===== config.mk =====
export PLATFORM = sky130hd
export DESIGN_NAME = demux1to4_reg
export DESIGN_NICKNAME = d
export VERILOG_FILES = /design/src/rtl/demux1to4_reg.sv
export SDC_FILE = /design/constraint.sdc
export NUM_CORES = 1
export LEC_CHECK = 0
export CAP_MARGIN = 40
export CORE_AREA = 5 5 42 44
export DETAILED_ROUTE_END_ITERATION = 6
export DIE_AREA = 0 0 47 49
export PLACE_DENSITY = 0.67
export SYNTH_ARGS = -nofsm -noshare
export SYNTH_HDL_FRONTEND = slang
export SYNTH_SLANG_ARGS = --single-unit

===== constraint.sdc =====
create_clock -name clk -period 1.2 [get_ports clk]
set_clock_uncertainty 0.15 [all_clocks]
set_input_delay 0.3 -clock clk [delete_from_list [all_inputs] [get_ports clk]]
set_output_delay 0.3 -clock clk [all_outputs]
set_load 0.005 [all_outputs]

===== src/rtl/demux1to4_reg.sv =====
// Registered 1-to-4 demultiplexer with per-channel valid/ready holding registers.
// Optional auto-scan select pointer enabled by defining DEMUX_SCAN_EN.

module demux1to4_reg_ch #(
  parameter int WIDTH = 1
) (
  input  logic             clk,
  input  logic             rst,
  input  logic             ld_i,
  input  logic [WIDTH-1:0] d_i,
  input  logic             r_i,
  output logic [WIDTH-1:0] y_o,
  output logic             v_o
);
  logic [WIDTH-1:0] y_q, y_d;
  logic             v_q, v_d;

  // A load wins over a consume so a word taken this cycle is replaced without a bubble.
  always_comb begin
    y_d = y_q;
    v_d = v_q;
    if (ld_i) begin
      y_d = d_i;
      v_d = 1'b1;
    end else if (v_q && r_i) begin
      y_d = '0;
      v_d = 1'b0;
    end
  end

  always_ff @(posedge clk or posedge rst) begin
    if (rst) begin
      y_q <= '0;
      v_q <= 1'b0;
    end else begin
      y_q <= y_d;
      v_q <= v_d;
    end
  end

  assign y_o = y_q;
  assign v_o = v_q;
endmodule

module demux1to4_reg #(
  parameter int WIDTH = 1
) (
  input  logic             clk,
  input  logic             rst,
  input  logic [WIDTH-1:0] d,
  input  logic             s0,
  input  logic             s1,
  input  logic             in_valid,
  output logic             in_ready,
  output logic [WIDTH-1:0] y0,
  output logic [WIDTH-1:0] y1,
  output logic [WIDTH-1:0] y2,
  output logic [WIDTH-1:0] y3,
  output logic             v0,
  output logic             v1,
  output logic             v2,
  output logic             v3,
  input  logic             r0,
  input  logic             r1,
  input  logic             r2,
  input  logic             r3
`ifdef DEMUX_SCAN_EN
  ,
  input  logic             scan
`endif
);
  localparam int NUM_LANES = 4;

  logic [NUM_LANES-1:0]            r_vec, v_vec, ld_vec;
  logic [NUM_LANES-1:0][WIDTH-1:0] y_vec;
  logic [1:0]                      sel;
  logic                            accept;

  assign r_vec = {r3, r2, r1, r0};

`ifdef DEMUX_SCAN_EN
  logic [1:0] ptr_q, ptr_d;

  // Pointer advances only on an accepted word while scanning; wraps naturally at 2 bits.
  always_comb begin
    ptr_d = ptr_q;
    if (accept && scan) ptr_d = ptr_q + 2'd1;
  end

  always_ff @(posedge clk or posedge rst) begin
    if (rst) ptr_q <= 2'd0;
    else     ptr_q <= ptr_d;
  end

  assign sel = scan ? ptr_q : {s1, s0};
`else
  assign sel = {s1, s0};
`endif

  assign in_ready = !rst && (!v_vec[sel] || r_vec[sel]);
  assign accept   = in_valid && in_ready;

  for (genvar i = 0; i < NUM_LANES; i++) begin : g_lane
    assign ld_vec[i] = accept && (sel == i[1:0]);

    demux1to4_reg_ch #(.WIDTH(WIDTH)) u_ch (
      .clk  (clk),
      .rst  (rst),
      .ld_i (ld_vec[i]),
      .d_i  (d),
      .r_i  (r_vec[i]),
      .y_o  (y_vec[i]),
      .v_o  (v_vec[i])
    );
  end

  assign {y3, y2, y1, y0} = y_vec;
  assign {v3, v2, v1, v0} = v_vec;
endmodule


* Word level (Yosys, flattened, before mapping) *
Cells that the tools add are included.

operators by class
  $lt $le $gt $ge = 1
  equal/unequal tests = 3
  mux-type cells = 16
  reductions and logical operators = 18

operators with widths
  cell                                                                           count
  1-bit 2-to-1 mux                                                               14
  1-bit logical AND                                                              10
  2-bit nonzero test                                                             4
  1-bit binary-select mux with 2-bit select                                      2
  2-bit equality test (second input constant)                                    2
  2-bit by 3-bit less-than comparator with 1-bit output (second input constant)  1
  2-bit by 1-bit equality test with 1-bit output (second input constant)         1
  1-bit zero test                                                                2
  2-bit zero test                                                                1
  1-bit logical OR                                                               1

storage, ports and cells
  bits in registers = 8
  input port bits = 10
  output and inout bits = 9

* Logic depth before layout (Yosys ltp) *
  word-level depth = 8
  gate-level depth with buffers = 3

* Cells and area by module *
From an unflattened synthesis, not the netlist that was laid out.

second synthesis, totals
  cells, all modules = 50
  area total of the unflattened synthesis = 462.9 um^2

by module, submodules not included
  module            times used  cells an instance  area each (um^2)  seq. area each (um^2)
  demux1to4_reg_ch  4           8                  87.6              50.0
  demux1to4_reg     1           18                 112.6             0.0

* Worst setup path before layout *
No wires, ideal clock.

  path type = register to output
  start = register g_lane[2].u_ch.v_q
  end = output in_ready
  data arrival time = 962 ps
  data required time = 750 ps
  setup slack = -212 ps
  cell stages (with the launch flop) = 4
  cell sequence = dfrtp_1 > or3b_1 > a21boi_1 > a2111oi_2

on the way
  cells in the longest elaborated chain, start to end = 5

ends and longest elaborated chain
  what                                       RTL line  RTL
  start, declared                            16        logic v_q, v_d;
  start signal, assigned                     37        v_q <= v_d;
  1-bit binary-select mux with 2-bit select  100       assign in_ready = !rst && (!v_vec[sel] || r_vec[sel]);
  1-bit 2-to-1 mux (not written as such)     100
  1-bit zero test                            100
  1-bit logical OR                           100
  1-bit logical AND                          100
  end, declared                              54        output logic in_ready,

No other way between the ends. The select of a mux whose other input is x is not followed.

* Final worst setup path *
Same ends and word-level chain as after synthesis.

==> results_dict.tcl <==
set metrics [dict create \
    grt_remaining_overflow 0 \
    core-area_um2 1400 \
    ios 19 \
    setup_tns_ns -1.31 \
    startpoint "g_lane[2].u_ch.v_o" \
    syn_avg_cell_area_um2 11.2 \
    yosysSeqAreaShare_pct 45.7 \
    nets 90 \
    synth_nets 49 \
    synth_edf_count 0 \
    drt_pass1_iterations 4 \
    critPathLaunchType "register" \
    cp_top_family "simple AND/OR/NAND/NOR gates" \
    post-route-period-util_pct 146 \
    ys_ff_latch 8 \
    drive_above_1_share_pct 56.4 \
    grt_max_degree 10 \
    leakage_nw 0.432 \
    vias 466 \
    cp.arrival_ns 1.30 \
    yosysMostFrequentCell "dfrtp_1" \
    synth_cells 39 \
    placement.io_buffers 18 \
    crit_buf_inv 1 \
    fp.dieH_um 49 \
    n_antenna_cell 0 \
    timing.final.ws_setup_ns -0.552 \
    crit_slowest_cell "or3b_1" \
    yosysTopAreaCell "dfrtp_1" \
    antenna_found_initial 0 \
    drv_slew 0 \
    vias_per_cell 4.96 \
    grt_pass1_vias 466 \
    synth-async-reset-ratio_pct 100 \
    tightest_slew_ns 0.290 \
    fmax_mhz 571 \
    max_slew_margin_pct 80.6 \
    cap_violations 0 \
    synth_commonest_cells "dfrtp_1, a32o_1, inv_1, nand2_1, nand2b_1" \
    cp_max_fo 2 \
    cp_slowest_stage_delay_ns 0.36 \
    setup_viol 7 \
    pre_cts_slack_ns -1.22 \
    status "finished with violations" \
    cts.reportedPaths.clkPinSlew_ns 0.06 \
    grt_pass1_wl_um 2040 \
    syn_area_um2 438 \
    clock_sinks 8 \
    root_buffer "clkbuf_4" \
    area_delta_synth_final_pct 90.3 \
    drt_iter0_drc 7 \
    power.density_nw_per_um2 913 \
    cp_cell_sequence "or3b_1 > a21boi_2 > a2111oi_2 > buf_2" \
    routedWlPerCell_um 12.2 \
    die_area_um2 2300 \
    ys_warn_count 0 \
    synthDistinctLibCells 21 \
    fin_crit_ns 1.75 \
    synth_flop_cell "dfrtp_1" \
    vdd_ir_drop_max_mv 0.461 \
    drc_errors 0 \
    die_w_um 47 \
    crit_required_ns 0.75 \
    rsz0062_at_grt "true" \
    clk_latency_ns 0.25 \
    clockBufferDepth 2 \
    synthTopCellsByArea "dfrtp_1, a32o_1, and4bb_2" \
    path_class "register to output port" \
    place_congestion 0.741 \
    wirelength_um 1150 \
    cts_tree "yes" \
    grt_usage_pct 12.0 \
    violations "negative setup slack" \
    numCtsBuffers 3 \
    rows 14 \
    antenna_left 0 \
    start_util_pct 31.3 \
    yosysTopAreaCellShare_pct 45.7 \
    critPathCaptureType "output port" \
    r2r-start "g_lane[0].u_ch.v_o" \
    ctsHtreeMaxLevel 1 \
    finalHoldViolations 0 \
    hold_buffers 0 \
    hold_path_class "primary input to async pin" \
]
==> cell families (layout without fill, tap and decap cells) <==
logic type | after synthesis | in the layout | share of synthesized area [%]
multiplexers | 1 | 1 | 2.29
AND/OR/NAND/NOR | 17 | 17 | 30.9
flip-flops | 8 | 8 | 45.7
buffers and inverters | 3 | 42 | 2.57
AO/OA/AOI/OAI | 10 | 10 | 18.6
==> placed cells by master, fill, tap and decap left out, types with 2 or more instances in the layout <==
master | netlist | layout
buf_6 | 0 | 12
o21ai_1 | 2 | 2
nand2_1 | 3 | 3
buf_2 | 0 | 7
dlymetal6s2s_1 | 0 | 2
buf_4 | 0 | 10
and4bb_2 | 2 | 2
inv_1 | 3 | 3
dlygate4sd2_1 | 0 | 3
clkbuf_4 | 0 | 3
dfrtp_1 | 8 | 8
nand2b_4 | 0 | 3
a32o_1 | 3 | 3
o21ai_0 | 2 | 2
==> layer usage <==
layer | vias up | track usage [%] | routed length, um
met5 | - | 0 | 0
met4 | 0 | 5.53 | 12
met1 | 219 | 15.8 | 529
met2 | 13 | 18.1 | 543
li1 | 232 | - | -
met3 | 2 | 2.58 | 63
==> report_power, final <==
group	switching [mW]	leakage (nW)	internal, mW
combinational	0.0842	0.311	0.154
sequential	0.0164	0.107	0.299
clock	0.0929	0.0138	0.115
total	0.193	0.432	0.567
==> metrics by stage <==
stage	hold WS [ns]	total power [mW]	instance area (um^2)	cells	util (%)
2_1_floorplan	-0.0260	0.380	438	39	-
3_3_place_gp	0.329	0.537	721	84	51.4
3_5_place_dp	0.331	0.537	721	84	51.4
4_1_cts	0.00260	0.754	785	91	56.0
5_1_grt	0.0367	0.816	833	94	59.5
6_report	0.00192	0.761	833	94	59.5
==> worst paths after layout <==
path                                            to  slack [ns]  cells past startpoint
worst max-delay path                      in_ready       -0.55                      4
worst min-delay path            g_lane[1].u_ch.v_o       0.002                      4
worst max register to register  g_lane[0].u_ch.v_o        0.04                      3
worst min register to register  g_lane[2].u_ch.y_o        0.36                      1
max in group asynchronous       g_lane[3].u_ch.y_o        0.77                      4
min in group clk                g_lane[1].u_ch.v_o        0.18                      3
==> cell type report <==
| type | count | area (um^2) |
|---|---|---|
| Sequential cell | 8 | 200 |
| Tap cell | 16 | 20.0 |
| Timing Repair Buffer | 36 | 317 |
| Multi-Input combinational cell | 28 | 263 |
| Clock buffer | 3 | 22.5 |
| Inverter | 3 | 11.3 |
| Fill cell | 134 | 568 |
==> registers in the layout (all words and copies together) (netlist names) <==
| name | flops |
|---|---|
| g_lane.u_ch.v_o | 4 |
| g_lane.u_ch.y_o | 4 |
==> tightest hold or removal path, cell delays in order <==
cell and delay, ns:
buf_6 0.10, buf_6 0.12, inv_1 0.06, buf_4 0.17
==> timing repair <==
action                     in CTS  in global routing
pin swaps                       5                  3
setup endpoints to repair      16                 14
setup buffers                   4                  5
resized for setup              66                 14
Power figures use the tool's default switching activity.
